$ cat src/rtl/uart_pkg.sv
// Shared types and constants for the UART transmit arbiter and its helpers.
package uart_pkg;

  typedef enum logic [2:0] {
    IDLE,
    LAUNCH,
    WAIT,
    ACK,
    ERR
  } arb_state_t;

  localparam int BAUD_4800   = 10416;
  localparam int BAUD_9600   = 5208;
  localparam int BAUD_115200 = 434;
  localparam int FRAME_BITS  = 10;

  // Next power of two above one full frame at the slowest baud (131072).
  localparam int DEF_TIMEOUT_CYC = 2 ** $clog2(BAUD_4800 * FRAME_BITS);

endpackage

$ cat src/rtl/uart_rr_pick.sv
// Combinational rotate-priority picker: first set req bit at or above ptr, with wrap-around.
module uart_rr_pick #(
  parameter int N_REQ = 4,
  parameter int IDX_W = $clog2(N_REQ)
) (
  input  logic [N_REQ-1:0] req,
  input  logic [IDX_W-1:0] ptr,
  output logic             valid,
  output logic [IDX_W-1:0] index
);

  int               pos;
  logic [IDX_W-1:0] pos_idx;

  // Scan from farthest to nearest offset so the nearest hit is the last one written.
  always_comb begin
    valid   = 1'b0;
    index   = '0;
    pos     = 0;
    pos_idx = '0;
    for (int k = N_REQ - 1; k >= 0; k--) begin
      pos = int'(ptr) + k;
      if (pos >= N_REQ) pos = pos - N_REQ;
      pos_idx = IDX_W'(pos);
      if (req[pos_idx]) begin
        valid = 1'b1;
        index = pos_idx;
      end
    end
  end

endmodule

$ cat src/rtl/uart_tx_arbiter.sv
// Round-robin arbiter sharing one send_byte transmitter among N_REQ byte requesters.
// Optional tx_done watchdog and err output enabled by UART_ARB_TIMEOUT_EN.
//
// state  | meaning
// IDLE   | no grant; picker evaluated every cycle
// LAUNCH | send_go pulse to send_byte with latched byte
// WAIT   | waiting for tx_done from send_byte
// ACK    | ack pulse to winner, pointer advances
// ERR    | tx_done never came; ack + err, pointer advances
module uart_tx_arbiter
  import uart_pkg::*;
#(
  parameter int N_REQ = 4,
  parameter int IDX_W = $clog2(N_REQ)
`ifdef UART_ARB_TIMEOUT_EN
  ,
  parameter int TIMEOUT_CYC = DEF_TIMEOUT_CYC
`endif
) (
  input  logic               sys_clk,
  input  logic               rst_n,
  input  logic [N_REQ-1:0]   req,
  input  logic [N_REQ*8-1:0] req_data,
  output logic [N_REQ-1:0]   ack,
  output logic               busy,
  output logic [IDX_W-1:0]   gnt_id,
  output logic               send_go,
  output logic [7:0]         send_data,
  input  logic               tx_done
`ifdef UART_ARB_TIMEOUT_EN
  ,
  output logic               err
`endif
);

  arb_state_t       state, state_nxt;
  logic [IDX_W-1:0] ptr;
  logic             pick_valid;
  logic [IDX_W-1:0] pick_idx;
  logic [N_REQ-1:0] ack_nxt;
  logic             tmo_hit;

  uart_rr_pick #(
    .N_REQ (N_REQ),
    .IDX_W (IDX_W)
  ) u_pick (
    .req   (req),
    .ptr   (ptr),
    .valid (pick_valid),
    .index (pick_idx)
  );

`ifdef UART_ARB_TIMEOUT_EN
  logic [31:0] tmo_cnt;

  // Down-counter loaded while launching; terminal count 0 marks TIMEOUT_CYC cycles in WAIT.
  always_ff @(posedge sys_clk or negedge rst_n) begin
    if (!rst_n) begin
      tmo_cnt <= '0;
    end else if (state == LAUNCH) begin
      tmo_cnt <= 32'(TIMEOUT_CYC - 1);
    end else if (state == WAIT && tmo_cnt != '0) begin
      tmo_cnt <= tmo_cnt - 1'b1;
    end
  end

  assign tmo_hit = (tmo_cnt == '0);
`else
  assign tmo_hit = 1'b0;
`endif

  always_comb begin
    state_nxt = state;
    ack_nxt   = '0;
    case (state)
      IDLE:    if (pick_valid) state_nxt = LAUNCH;
      LAUNCH:  state_nxt = WAIT;
      WAIT: begin
        if (tx_done)      state_nxt = ACK;
        else if (tmo_hit) state_nxt = ERR;
      end
      ACK, ERR: state_nxt = IDLE;
      default:  state_nxt = IDLE;
    endcase
    if (state_nxt == ACK || state_nxt == ERR) ack_nxt[gnt_id] = 1'b1;
  end

  // Outputs are registered from the next state so they line up with the state they describe.
  always_ff @(posedge sys_clk or negedge rst_n) begin
    if (!rst_n) begin
      state     <= IDLE;
      ptr       <= '0;
      gnt_id    <= '0;
      send_data <= 8'h00;
      send_go   <= 1'b0;
      busy      <= 1'b0;
      ack       <= '0;
    end else begin
      state   <= state_nxt;
      send_go <= (state_nxt == LAUNCH);
      busy    <= (state_nxt != IDLE);
      ack     <= ack_nxt;
      if (state == IDLE && pick_valid) begin
        gnt_id    <= pick_idx;
        send_data <= req_data[{pick_idx, 3'b000} +: 8];
      end
      if (state == ACK || state == ERR) begin
        ptr <= (gnt_id == IDX_W'(N_REQ - 1)) ? '0 : gnt_id + 1'b1;
      end
    end
  end

`ifdef UART_ARB_TIMEOUT_EN
  always_ff @(posedge sys_clk or negedge rst_n) begin
    if (!rst_n) err <= 1'b0;
    else        err <= (state_nxt == ERR);
  end
`endif

endmodule

$ cat config.mk
export PLATFORM = sky130hd
export DESIGN_NAME = uart_tx_arbiter
export DESIGN_NICKNAME = d
export VERILOG_FILES = /design/src/rtl/uart_pkg.sv /design/src/rtl/uart_rr_pick.sv /design/src/rtl/uart_tx_arbiter.sv
export SDC_FILE = /design/constraint.sdc
export NUM_CORES = 1
export LEC_CHECK = 0
export BUFFER_PORTS_ARGS = -buffer_cell sky130_fd_sc_hd__buf_2
export CAP_MARGIN = 20
export CORE_MARGIN = 5
export CORE_UTILIZATION = 35
export CTS_BUF_LIST = sky130_fd_sc_hd__clkbuf_16
export CTS_CLUSTER_DIAMETER = 100
export CTS_CLUSTER_SIZE = 28
export DETAILED_ROUTE_END_ITERATION = 7
export PLACE_DENSITY_LB_ADDON = 0.3
export SYNTH_ARGS = -nofsm -noshare
export SYNTH_HDL_FRONTEND = slang
export SYNTH_SLANG_ARGS = --single-unit
$ cat constraint.sdc
create_clock -name sys_clk -period 1.4 [get_ports sys_clk]
set_input_delay 0.14 -clock sys_clk [delete_from_list [all_inputs] [get_ports sys_clk]]
set_output_delay 0.14 -clock sys_clk [all_outputs]
set_load 0.01 [all_outputs]
---- Word level (Yosys, flattened, before mapping) ----
Index checks and enable logic that the tools add are counted.
Widths: inputs -> output; s select.
storage, ports and cells
  register bits ........................... 21
  bits of input ports ..................... 39
  output and inout port bits .............. 16
  logic and storage cells ................. 67
operators by class
  add/sub/neg operators ................... 8
  $lt $le $gt $ge ......................... 10
  equal/unequal tests ..................... 8
  shifts and indexed selects .............. 1
  mux-type cells .......................... 27
  reduce and logical (&&, ||, !) cells .... 6
operators by type and width
  operator             number
  $shiftx 32x6->8      1
  $mux 2               9
  $lt 2x3->1 const B   5
  $eq 3x2->1 const B   3
  $ge 3x3->1 const B   3
  $mux 1               9
  $pmux 3 s3           1
  $bmux 1 s2           4
  $sub 2x1->2 const B  4
  $add 2x2->3 const B  2
  $eq 3x1->1 const B   2
  $eq 3x3->1 const B   2
  $mux 3               2
  $mux 4               1
  $add 2x1->3 const B  1
  $ge 2x3->1 const B   1
  $logic_not 3->1      1
  $reduce_bool 3->1    1
  $add 2x1->2 const B  1
  $demux 1 s2          1
  $eq 2x2->1 const B   1
  $ge 2x1->1 const B   1
  $logic_and 1x1->1    2
  $logic_or 1x1->1     2

---- Depth between registers and ports, before layout ----
  depth in word-level cells ............... 14
  gate-level depth with buffers ........... 7
  mapped depth without buffers ............ 6

---- Modules after synthesis ----
From an unflattened synthesis, not the netlist that was laid out.
second synthesis, totals
  cell total of the unflattened synthesis .. 89
  area total of the unflattened synthesis .. 1,183.6 µm²
modules (own cells, without submodules)
  module           times used  cells each  area an instance (µm²)  sequential area each (µm²)
  uart_tx_arbiter  1           76          1,106.1                 525.5
  uart_rr_pick     1           13          77.6                    0.0

---- Worst setup path after synthesis ----
Ideal clock, no wire load.
  path type ............................... register to register
  start point ............................. register state[0]
  end point ............................... register send_data[0]
  setup time .............................. 0.090 ns
  arrival time ............................ 1.339 ns
  required time ........................... 1.310 ns
  slack ................................... -0.030 ns
  cell stages (with the launch flop) ...... 7
  path buffers ............................ 2
  clock period less this slack ............ 1.430 ns
  path through ............................ dfrtp_1 -> buf_2 -> nor3_1 -> o41ai_2 -> or2_0 -> buf_2 -> o221ai_1
on the way
  cells in the longest elaborated chain, start to end .. 2
RTL lines
  what                    line                    RTL
  start, declared         uart_tx_arbiter.sv:36   arb_state_t state, state_nxt;
  start signal, assigned  uart_tx_arbiter.sv:99   state <= state_nxt;
  $logic_not 3->1         uart_tx_arbiter.sv:103  if (state == IDLE && pick_valid) begin
  $logic_and 1x1->1       uart_tx_arbiter.sv:103
  end signal, assigned    uart_tx_arbiter.sv:105  send_data <= req_data[{pick_idx, 3'b000} +: 8];
  end, declared           uart_tx_arbiter.sv:28   output logic [7:0] send_data,
Every way passes these cells.
A chain may end at the register's enable or synchronous reset.

---- Final worst setup path ----
  start point ............................. register ptr[1]
  end point ............................... register send_data[3]
on the way
  cells in the longest elaborated chain, start to end .. 10
  elaborated cells between the ends (all ways) .. 33
  classes of those cells .................. add/sub (7); order compare (4); shift (1); mux (20); reduce/logical (1)
RTL lines
  what                                                         line                                            RTL
  start, declared                                              uart_tx_arbiter.sv:37                           logic [IDX_W-1:0] ptr;
  start signal, assigned                                       uart_tx_arbiter.sv:108                          ptr <= (gnt_id == IDX_W'(N_REQ - 1)) ? '0 : gnt_id + 1'b1;
  $add 2x2->3                                                  uart_rr_pick.sv:22                              pos = int'(ptr) + k;
  $ge 3x3->1 / $sub 2x1->2 (equally long branches)             uart_rr_pick.sv:23                              if (pos >= N_REQ) pos = pos - N_REQ;
  $mux 2                                                       uart_rr_pick.sv:23
  $bmux 1 s2                                                   uart_rr_pick.sv:25                              if (req[pos_idx]) begin
  $mux 1 (implied by the code)                                 uart_rr_pick.sv:25
  $mux 2 / $mux 1 (equally long branches) (4 in series)        uart_rr_pick.sv:25
  $shiftx 32x6->8 / $logic_and 1x1->1 (equally long branches)  uart_tx_arbiter.sv:105, uart_tx_arbiter.sv:103
Several ways; a longest one is shown, not always the timed one. The select of a mux whose other input is x is not followed.

==> run metrics <==
sequential area share after synthesis 45.75%; Clock Sinks 21; maximum vdd drop 0.7581 mV; Clock power frac 19.5%; main area contributors after synthesis dfrtp_1, mux2i_1, o221ai_1, ha_1, nand2_1; number of H-tree levels 1; height of the chip 67.29 µm; cts bufs inserted 3; synthesized-area fraction occupied by adder cells 4.357%; unrepaired setup endpoints after global routing yes; CP Max Fanout 8; I/O pin cnt 55; Max clock buf depth 2; cells after synthesis 109; Via density 4.868; GR met3 Demand/Resource 1.498%; Worst Path Arrival 1.57 ns; Mapped Area 1149 µm²; Slew Viols, Final 0; met1 Use GR 16.32%; Yosys reg bits 21; Post-synth EDFFs 0; number of global-route vias before repair 1,067; met2 usage in global routing 24.91%; Post-DP Area 1543 µm²; n_diodes 0; Required @ worst endpoint 1.51 ns; Die Wd 67.29 µm; YS warnings 0; top_reg_cell synth dfrtp_1; Reg clk slew, reported paths 0.06 ns; layout cells sized above 1 44.57%; post-route ant nets 0; xor/xnor share of the synthesized area 0.7625%; area leader, netlist dfrtp_1; Root Buffer clkbuf_16; initial core utilization 37.02%; Final Util 52.78%; total die area 4527 µm²; first-pass GRT wire length 4.836 mm; hold_ws 0.1906 ns; failing checks setup timing; Buf/Inv on CP 0; largest net degree at the start of global routing 22; R2R Setup Slk -0.06 ns; post-synthesis compound-gate area fraction 15.25%; Pleak 0.8969 nW; critical path, cell by cell a21oi_1 > o21ai_1 > a2bb2o_1 > nand2_1 > o221ai_1; Placed Cells 214; status finished, violations left; Skew-Pair Late Insertion Delay 0.25 ns; post-DP HPWL 2.405 mm; post-synth top area share 45.75%; max_cap viols 0; gr usage total 13.78%; Hold Path Class in -> reg; multiplexer area fraction after synthesis 13.94%; crit path capture type register; Seq pwr share 31.9%; Area Overhead vs Synth 42.59%; ys async rst share 100.0%; Via Count 1,066; final setup violation count 8; setup TNS -0.4477 ns; Max Clk Rate 683.5 MHz; DP Worst Slack -0.2691 ns; post-synthesis simple-gate area fraction 13.40%; Fin. Hold Viols 0; drt pass-1 iters 4; port bufs 54; final wirelength 2.966 mm; Comb pwr share 48.6%; Design Area, Final 1638 µm²; Avg Inst Size Synth 10.54 µm²; pwr/cell area 1830 nW/µm²; Min Clock Period, post-route 1.463 ns; CP delay by family, top compound AO/OA/AOI/OAI gates; Pwr Total 2.997 mW; DRT iter0 DRCs 44; main combinational cell family by area after synthesis compound AO/OA/AOI/OAI gates; net load switching power 1.077 mW; Core Box Area 3103 µm²; TritonCTS clock tree built; crit share post-route 104.5%; Setup CP Type reg -> reg; syn_nets 152; WL per Instance 13.54 µm; DR DRC count 0; Net count, final 219; Int Power 1.921 mW; worst-path cell with the longest stage delay dfrtp_1; clock skew 0.003497 ns; Layout Cells excl Fill 219; global route overflow 0; global routing's busiest layer met2; PnR worst setup slack -0.06312 ns; Rows 20; synth unique cells 29; Post-CTS Setup Bufs 0; Crit path largest cell delay 0.41 ns; initial antenna violation count 0; sw frac 35.92%; startpoint class of the critical path register; GP Congestion 0.7776
cell usage after synthesis, drive strengths merged, types with 2 or more instances:
library cell  number
dfrtp             21
o22ai              3
o21ai              6
nand2             12
ha                 4
buf                4
or3                2
nor2               5
and2               4
o221ai             8
inv                7
mux2i             16
a21oi              3
or2                2
nor2b              2
nor3               2
path summary, 6_finish.rpt:
check | startpoint | end | cells after the start
min in group asynchronous | rst_n | send_go | 2
max in group asynchronous | rst_n | state[0] | 2
min | req_data[24] | send_data[0] | 3
max reg2reg | ptr[1] | send_data[3] | 5
min reg2reg | send_data[5] | send_data[5] | 2
max | ptr[1] | send_data[3] | 5
kinds of logic after synthesis:
family	Yosys count
DFF	21
buffers and inverters	12
other	1
and+or+nand+nor	31
xor gates and xnor gates	1
muxes	16
AOI/OAI and AO/OA	23
adders and majority gates	4
registers in the layout (all words and copies together) (netlist names):
signal and flops:
send_data 8, busy 1, ptr 2, state 3
send_go 1, ack 4, gnt_id 2
worst register-to-register path, stage by stage (launching register included):
cell	delay (ns)
dfrtp_1	0.41
a21oi_1	0.14
o21ai_1	0.06
a2bb2o_1	0.28
nand2_1	0.25
o221ai_1	0.18
power groups by stage:
stage / clock (mW) / sequential [mW] / combinational [mW]
2_1_floorplan: 0 / 1.05 / 0.819
3_3_place_gp: 0 / 0.951 / 1.40
3_5_place_dp: 0 / 0.960 / 1.45
4_1_cts: 0.600 / 0.954 / 1.48
5_1_grt: 0.627 / 0.988 / 1.61
6_report: 0.585 / 0.956 / 1.46
cell usage in the layout, fill, tap and decap left out, drive strengths merged:
master / instances
buf: 66
dlygate4sd3: 1
o22ai: 3
nand2: 12
nor3: 2
o41ai: 1
nand3: 1
conb: 1
xnor2: 1
inv: 8
mux2i: 16
nor2: 5
ha: 4
clkbuf: 3
dfrtp: 21
or3: 2
nor2b: 2
or2: 2
a21oi: 3
a2bb2o: 1
and4bb: 1
a221oi: 1
o221ai: 8
and2: 4
o21ai: 6
timing repair:
item / 4_1_cts / 5_1_grt
setup endpoints to repair: 9 / 9
hold buffers: 1 / 0
gates resized for setup: 4 / 0
endpoints found under the hold margin: 21 / 0
layout make-up:
cell class                 count  area, µm²
fill                         303       1465
multi-input combinational     76      565.5
sequential                    21      525.5
timing repair buffer          67      386.6
clock buffer                   3      75.07
tap                           44      55.05
inverter                       7      26.28
clock inverter                 1      3.754
metal layers:
layer,up-vias,wire [µm]
met5,-,0
met4,0,50
met3,4,110
met2,26,1626
met1,514,1178
li1,522,-
Power figures use the tool's default switching activity.
